[config.mk]
export PLATFORM = sky130hd
export DESIGN_NAME = wb_cmd_master
export DESIGN_NICKNAME = d
export VERILOG_FILES = /design/src/rtl/wb_cmd_master.sv
export SDC_FILE = /design/constraint.sdc
export NUM_CORES = 1
export LEC_CHECK = 0
export CELL_PAD_IN_SITES_DETAIL_PLACEMENT = 1
export CELL_PAD_IN_SITES_GLOBAL_PLACEMENT = 1
export CORE_MARGIN = 2
export CORE_UTILIZATION = 32
export CTS_CLUSTER_DIAMETER = 50
export DETAILED_ROUTE_END_ITERATION = 7
export PLACE_DENSITY_LB_ADDON = 0.25
export SETUP_SLACK_MARGIN = 0.1
export SLEW_MARGIN = 15
export SYNTH_ARGS = -nofsm -noshare
export SYNTH_HDL_FRONTEND = slang
export SYNTH_SLANG_ARGS = --single-unit
[constraint.sdc]
create_clock -name WBs_CLK_i -period 6.7 [get_ports WBs_CLK_i]
set_clock_uncertainty 0.2 [all_clocks]
set_input_delay 0.67 -clock WBs_CLK_i [delete_from_list [all_inputs] [get_ports WBs_CLK_i]]
set_output_delay 0.67 -clock WBs_CLK_i [all_outputs]
set_load 0.03 [all_outputs]
[src/rtl/wb_cmd_master.sv]
// Wishbone initiator: one fabric command -> one Wishbone cycle, one outstanding transfer.
// Latency: CYC/STB one edge after accept, rsp_valid one edge after ACK (or timeout abort).
// Backpressure: cmd_ready only in IDLE; response held until rsp_ready. Timeout: WB_CMD_MASTER_TIMEOUT_EN.
module wb_cmd_master #(
    parameter int ADDRWIDTH       = 17,
    parameter int DATAWIDTH       = 32,
    parameter int TIMEOUT_CYCLES  = 15,
    parameter int CNTR_WIDTH      = 4,
    parameter logic [DATAWIDTH-1:0] TIMEOUT_READ_VALUE = 32'hBAD_FAB_AC
) (
    input  logic                 WBs_CLK_i,
    input  logic                 WBs_RST_i,
    input  logic                 cmd_valid_i,
    output logic                 cmd_ready_o,
    input  logic                 cmd_we_i,
    input  logic [ADDRWIDTH-1:0] cmd_adr_i,
    input  logic [3:0]           cmd_sel_i,
    input  logic [DATAWIDTH-1:0] cmd_dat_i,
    output logic                 rsp_valid_o,
    input  logic                 rsp_ready_i,
    output logic [DATAWIDTH-1:0] rsp_dat_o,
    output logic                 rsp_err_o,
    output logic [ADDRWIDTH-1:0] WBm_ADR_o,
    output logic                 WBm_CYC_o,
    output logic                 WBm_STB_o,
    output logic                 WBm_WE_o,
    output logic                 WBm_RD_o,
    output logic [3:0]           WBm_BYTE_STB_o,
    output logic [DATAWIDTH-1:0] WBm_DAT_o,
    input  logic [DATAWIDTH-1:0] WBm_DAT_i,
    input  logic                 WBm_ACK_i
);

    typedef enum logic [1:0] {IDLE, BUS, RESP} state_t;

    state_t                 state, state_nxt;
    logic                   ready_en;
    logic                   bus_q, bus_nxt;
    logic                   we_q, we_nxt;
    logic                   rd_q, rd_nxt;
    logic [ADDRWIDTH-1:0]   adr_q, adr_nxt;
    logic [3:0]             sel_q, sel_nxt;
    logic [DATAWIDTH-1:0]   dat_q, dat_nxt;
    logic                   rsp_vld_q, rsp_vld_nxt;
    logic [DATAWIDTH-1:0]   rsp_dat_q, rsp_dat_nxt;
`ifdef WB_CMD_MASTER_TIMEOUT_EN
    logic [CNTR_WIDTH-1:0]  cnt_q, cnt_nxt;
    logic                   rsp_err_q, rsp_err_nxt;
`endif

    // ready_en keeps cmd_ready low while reset is asserted and until the first edge after release
    always_ff @(posedge WBs_CLK_i or posedge WBs_RST_i) begin
        if (WBs_RST_i) begin
            state     <= IDLE;
            ready_en  <= 1'b0;
            bus_q     <= 1'b0;
            we_q      <= 1'b0;
            rd_q      <= 1'b0;
            adr_q     <= '0;
            sel_q     <= '0;
            dat_q     <= '0;
            rsp_vld_q <= 1'b0;
            rsp_dat_q <= '0;
`ifdef WB_CMD_MASTER_TIMEOUT_EN
            cnt_q     <= '0;
            rsp_err_q <= 1'b0;
`endif
        end else begin
            state     <= state_nxt;
            ready_en  <= 1'b1;
            bus_q     <= bus_nxt;
            we_q      <= we_nxt;
            rd_q      <= rd_nxt;
            adr_q     <= adr_nxt;
            sel_q     <= sel_nxt;
            dat_q     <= dat_nxt;
            rsp_vld_q <= rsp_vld_nxt;
            rsp_dat_q <= rsp_dat_nxt;
`ifdef WB_CMD_MASTER_TIMEOUT_EN
            cnt_q     <= cnt_nxt;
            rsp_err_q <= rsp_err_nxt;
`endif
        end
    end

    always_comb begin
        state_nxt   = state;
        bus_nxt     = bus_q;
        we_nxt      = we_q;
        rd_nxt      = rd_q;
        adr_nxt     = adr_q;
        sel_nxt     = sel_q;
        dat_nxt     = dat_q;
        rsp_vld_nxt = rsp_vld_q;
        rsp_dat_nxt = rsp_dat_q;
`ifdef WB_CMD_MASTER_TIMEOUT_EN
        cnt_nxt     = cnt_q;
        rsp_err_nxt = rsp_err_q;
`endif
        case (state)
            IDLE: begin
                if (cmd_valid_i && ready_en) begin
                    state_nxt = BUS;
                    bus_nxt   = 1'b1;
                    we_nxt    = cmd_we_i;
                    rd_nxt    = !cmd_we_i;
                    adr_nxt   = cmd_adr_i;
                    sel_nxt   = cmd_sel_i;
                    dat_nxt   = cmd_dat_i;
`ifdef WB_CMD_MASTER_TIMEOUT_EN
                    cnt_nxt   = '0;
`endif
                end
            end
            BUS: begin
                // ACK has priority over a timeout landing on the same edge
                if (WBm_ACK_i) begin
                    state_nxt   = RESP;
                    bus_nxt     = 1'b0;
                    we_nxt      = 1'b0;
                    rd_nxt      = 1'b0;
                    rsp_vld_nxt = 1'b1;
                    rsp_dat_nxt = rd_q ? WBm_DAT_i : '0;
`ifdef WB_CMD_MASTER_TIMEOUT_EN
                    rsp_err_nxt = 1'b0;
                end else if (cnt_q == CNTR_WIDTH'(TIMEOUT_CYCLES - 1)) begin
                    state_nxt   = RESP;
                    bus_nxt     = 1'b0;
                    we_nxt      = 1'b0;
                    rd_nxt      = 1'b0;
                    rsp_vld_nxt = 1'b1;
                    rsp_dat_nxt = rd_q ? TIMEOUT_READ_VALUE : '0;
                    rsp_err_nxt = 1'b1;
                end else begin
                    cnt_nxt     = cnt_q + CNTR_WIDTH'(1);
`endif
                end
            end
            RESP: begin
                if (rsp_ready_i) begin
                    state_nxt   = IDLE;
                    rsp_vld_nxt = 1'b0;
                end
            end
            default: state_nxt = IDLE;
        endcase
    end

    assign cmd_ready_o    = (state == IDLE) && ready_en;
    assign rsp_valid_o    = rsp_vld_q;
    assign rsp_dat_o      = rsp_dat_q;
`ifdef WB_CMD_MASTER_TIMEOUT_EN
    assign rsp_err_o      = rsp_err_q;
`else
    assign rsp_err_o      = 1'b0;
`endif
    assign WBm_ADR_o      = adr_q;
    assign WBm_CYC_o      = bus_q;
    assign WBm_STB_o      = bus_q;
    assign WBm_WE_o       = we_q;
    assign WBm_RD_o       = rd_q;
    assign WBm_BYTE_STB_o = sel_q;
    assign WBm_DAT_o      = dat_q;

endmodule

### Word-level counts from Yosys, hierarchy flattened

Cells that the tools add are included.

* flip-flop bits (word level): 92
* input port bits: 91
* logic and storage cells: 41

* equality and inequality tests: 5
* muxes and demuxes: 15
* reduce and logical (&&, ||, !) cells: 11

Operators with widths (number)
* $mux 32: 1
* $reduce_and 3->1: 3
* $pmux 1 s2: 4
* $mux 1: 6
* $mux 2: 3
* $ne 2x2->1 const B: 3
* $pmux 2 s3: 1
* $reduce_and 2->1: 2
* $reduce_bool 2->1: 2
* $eq 2x1->1 const B: 1
* $eq 2x2->1 const B: 1
* $logic_and 1x1->1: 2
* $logic_not 2->1: 1
* $logic_not 1->1: 1

### Depth between registers and ports, before layout

* depth in word-level cells: 3
* mapped depth: 5
* depth with buffers taken out: 3

### Worst setup path after synthesis

Ideal clock, no wire load.

* path kind: register to output
* start: register state[0]
* end: output port cmd_ready_o
* stages on the path, launching flop included: 2
* path buffers: 0
* arrival: 1161 ps
* path slack: 4669 ps
* required time: 5830 ps
* cell sequence: dfrtp_1 > nor3b_1

* longest elaborated chain between the ends: 2

Ends and longest elaborated chain
* start, declared: line 36 `state_t state, state_nxt;`
* start signal, assigned: line 69 `state <= state_nxt;`
* $logic_not 2->1: line 149 `assign cmd_ready_o = (state == IDLE) && ready_en;`
* $logic_and 1x1->1: line 149
* end, declared: line 14 `output logic cmd_ready_o,`

Every way passes these cells.

### Worst setup path after layout

* start: register rd_q, in the netlist WBm_RD_o
* end: output port WBm_RD_o

RTL lines
* start, declared: line 40 `logic rd_q, rd_nxt;`
* start signal, assigned: line 73 `rd_q <= rd_nxt;`
* end, declared: line 27 `output logic WBm_RD_o,`

No word-level cell between the ends.

==> reports/results.tsv <==
stage	metric	value	unit
worst_setup_path	critPathArrivalTime	1.89	ns
worst_setup_path	end_kind	primary output	
final_layout	layout-drive-gt1-share	0.155	
yosys	synth_cell_types	20	
final_layout	diodes	0	
clocking	h-tree-depth	3	
drt	ant_nets	0	
drt	routed_via_density	4.54	
sta	fmax	362	MHz
yosys	mappedNetlistArea	3590	um^2
yosys	synth-seq-cells	92	
worst_setup_path	critPathRequiredTime	5.83	ns
clocking	postCtsSetupBuffers	0	
drt	post_drt_wl_per_cell	16.3	um
clocking	cts_root_buf	clkbuf_8	
global_route	grt_max_degree	69	
global_route	globalRouteOverflowTotal	0	
sta	fin_ws	3.94	ns
clocking	clk_pin_slew	0.08	ns
final_layout	nets	546	
yosys	yosysTopAreaCellShare	0.641	
yosys	synthArstFlopShare	1.00	
clocking	postCtsHoldBufs	0	
sta	worst_slew_pin_slew	1.00	ns
floorplanning	rows	38	
drt	dr.pass1.iters	4	
sta	final_hold_viol_count	0	
placement	io_buffers	181	
drt	num_vias	2719	
floorplanning	start_util	0.330	
worst_setup_path	path_cells	clkdlybuf4s50_1	
power	ir_drop	0.157	mV
yosys	ys.flop_type	dfrtp_1	
global_route	grt_pass1_wl	15.0	mm
yosys	yosys-top-cells-area	dfrtp_1 (64%), mux2_2 (12%), nand2_1 (7.1%), mux2_4 (6.3%), o21ai_0 (4.6%)	
floorplanning	die_area	12100	um^2
yosys	synth-edff-count	0	
clocking	numCtsBuffers	9	
global_route	grt_usage	0.162	
clocking	clock_sink_count	92	
worst_setup_path	crit_family	buffers and inverters	
drt	route.detailed.drc	0	
placement	hpwl	7.10	mm
worst_setup_path	cp_slowest_cell	clkdlybuf4s50_1	
yosys	yosys.cell_count.top_type	dfrtp_1	
yosys	synthCells	280	
sta	fin_crit_sh	0.412	
drt	dr.first_iter.drc_count	78	
worst_setup_path	cp-start-kind	flop	
floorplanning	coreArea	10900	um^2
yosys	yosys_warnings	0	
power	leakage	2.35	nW
floorplanning	die-height	110	um
sta	slew_viol_final	0	
worst_setup_path	critPathMaxStageDelay	0.79	ns
placement	place_ws	3.85	ns
sta	maxSlewHeadroom	0.333	
run	maxCapViolations	0	
placement	gp_congestion	0.777	
drt	wl	9.77	mm
yosys	synth_area_per_cell	12.8	um^2
worst_setup_path	cp_max_fo	34	
yosys	ys_seq_area_frac	0.641	
worst_setup_path	crit_type	reg2out	
global_route	grt_pass1_vias	2991	
clocking	insertion_delay	0.33	ns
final_layout	fill_cells	1161	
sta	fin_crit	2.76	ns
worst_hold_path	worstHoldPathType	reg2reg	
floorplanning	die_w	110	um
sta	finalSetupViolCount	0	
power	powerDensity	423	nW/um^2
yosys	synth_nets	371	
sta	rsz0062_at_grt	no	
clocking	cts_tree	built	
clocking	cts-resized-gates	0	
sta	fin_tns_setup	0	ns
worst_setup_path	crit_buf_inv	1	
floorplanning	pin_count	183	
status	outcome	finished clean	
global_route	antenna_found_initial	0	
final_layout	syn2layout_area_growth	56.9	%
clocking	clockBufferDepth	2	
yosys	synthTopCellsByCount	dfrtp_1 (92), nand2_1 (68), mux2_2 (38)	
yosys	synth_largest_area_cell	dfrtp_1	
[per-stage QoR]
step / cells / hold slack (ns) / cell area (um^2) / total power, mW / utilization
final: 599 / 0.290 / 5640 / 2.39 / 0.518
after global routing: 599 / 0.318 / 5640 / 2.53 / 0.518
after CTS: 599 / 0.297 / 5640 / 2.43 / 0.518
after detailed placement: 584 / 0.273 / 5480 / 2.10 / 0.503
after global placement: 584 / 0.262 / 5480 / 2.06 / 0.503
after floorplan: 280 / 0.308 / 3590 / 1.55 / -
[state kept, by name, summed over array words and instances, names as in the netlist]
name            flops
WBm_RD_o            1
WBm_BYTE_STB_o      4
state               2
WBm_ADR_o          17
WBm_CYC_o           1
WBm_DAT_o          32
rsp_dat_o          32
rsp_valid_o         1
WBm_WE_o            1
ready_en            1
[power by group]
| part | switching (mW) | internal [mW] | leakage, nW |
|---|---|---|---|
| Combinational | 0.639 | 0.538 | 1.14 |
| Clock | 0.186 | 0.133 | 0.0714 |
| Sequential | 0.135 | 0.757 | 1.14 |
| Total | 0.959 | 1.43 | 2.35 |
[per-layer routing]
metal  vias up  GRT usage  part of all wire
met5         -          0                 0
met4         0     0.0642             0.023
met2        82      0.287              0.53
li1       1270          -                 -
met3        13     0.0362             0.048
met1      1354      0.189              0.40
[cells in the final DEF, fill, tap and decap left out, drive strengths merged]
cell type | Yosys | routed
clkinv | 0 | 1
mux2i | 1 | 1
clkbuf | 8 | 11
conb | 2 | 2
nand3b | 1 | 1
a21oi | 2 | 2
nor2 | 2 | 2
nor3b | 1 | 1
a21o | 2 | 2
o21ai | 33 | 33
and4bb | 1 | 1
o31ai | 1 | 1
inv | 2 | 2
dfrtp | 92 | 92
nand2 | 68 | 68
clkdlybuf4s50 | 0 | 181
mux2 | 53 | 53
buf | 11 | 2
clkinvlp | 0 | 3
[cell type report]
cell class              instances  area [um^2]  area share
repair buffers                183         1830       0.324
clock inverters                 4         27.5     0.00488
well taps                     140          175      0.0311
multi-input cells             167         1160       0.206
inverters                       2         10.0     0.00178
clock buffers                  11          131      0.0233
flip-flops and latches         92         2300       0.409
[cells by family (layout without fill, tap and decap cells)]
logic type / after synthesis / in the layout / share of synthesized area
AO/OA/AOI/OAI: 38 / 38 / 0.0550
multiplexers: 54 / 54 / 0.185
buffers and inverters: 21 / 200 / 0.0355
flip-flops: 92 / 92 / 0.641
AND/OR/NAND/NOR: 73 / 73 / 0.0819
other: 2 / 2 / 0.00209
[worst paths after layout]
check | start | endpoint | slack [ns] | depth (start not counted)
worst min-delay path | rsp_dat_o[7]$_DFFE_PP0P_ | rsp_dat_o[7]$_DFFE_PP0P_ | 0.29 | 2
worst max-delay path | WBm_RD_o$_DFFE_PP0P_ | WBm_RD_o | 3.94 | 1
max in group asynchronous | WBs_RST_i | WBm_RD_o$_DFFE_PP0P_ | 4.63 | 3
worst max register to register | state[1]$_DFFE_PP0P_ | WBm_ADR_o[12]$_DFFE_PP0P_ | 4.41 | 2
worst min register to register | rsp_dat_o[7]$_DFFE_PP0P_ | rsp_dat_o[7]$_DFFE_PP0P_ | 0.29 | 2
min in group asynchronous | WBs_RST_i | WBm_DAT_o[7]$_DFFE_PP0P_ | 0.44 | 2
(Power assumes the default switching activity.)
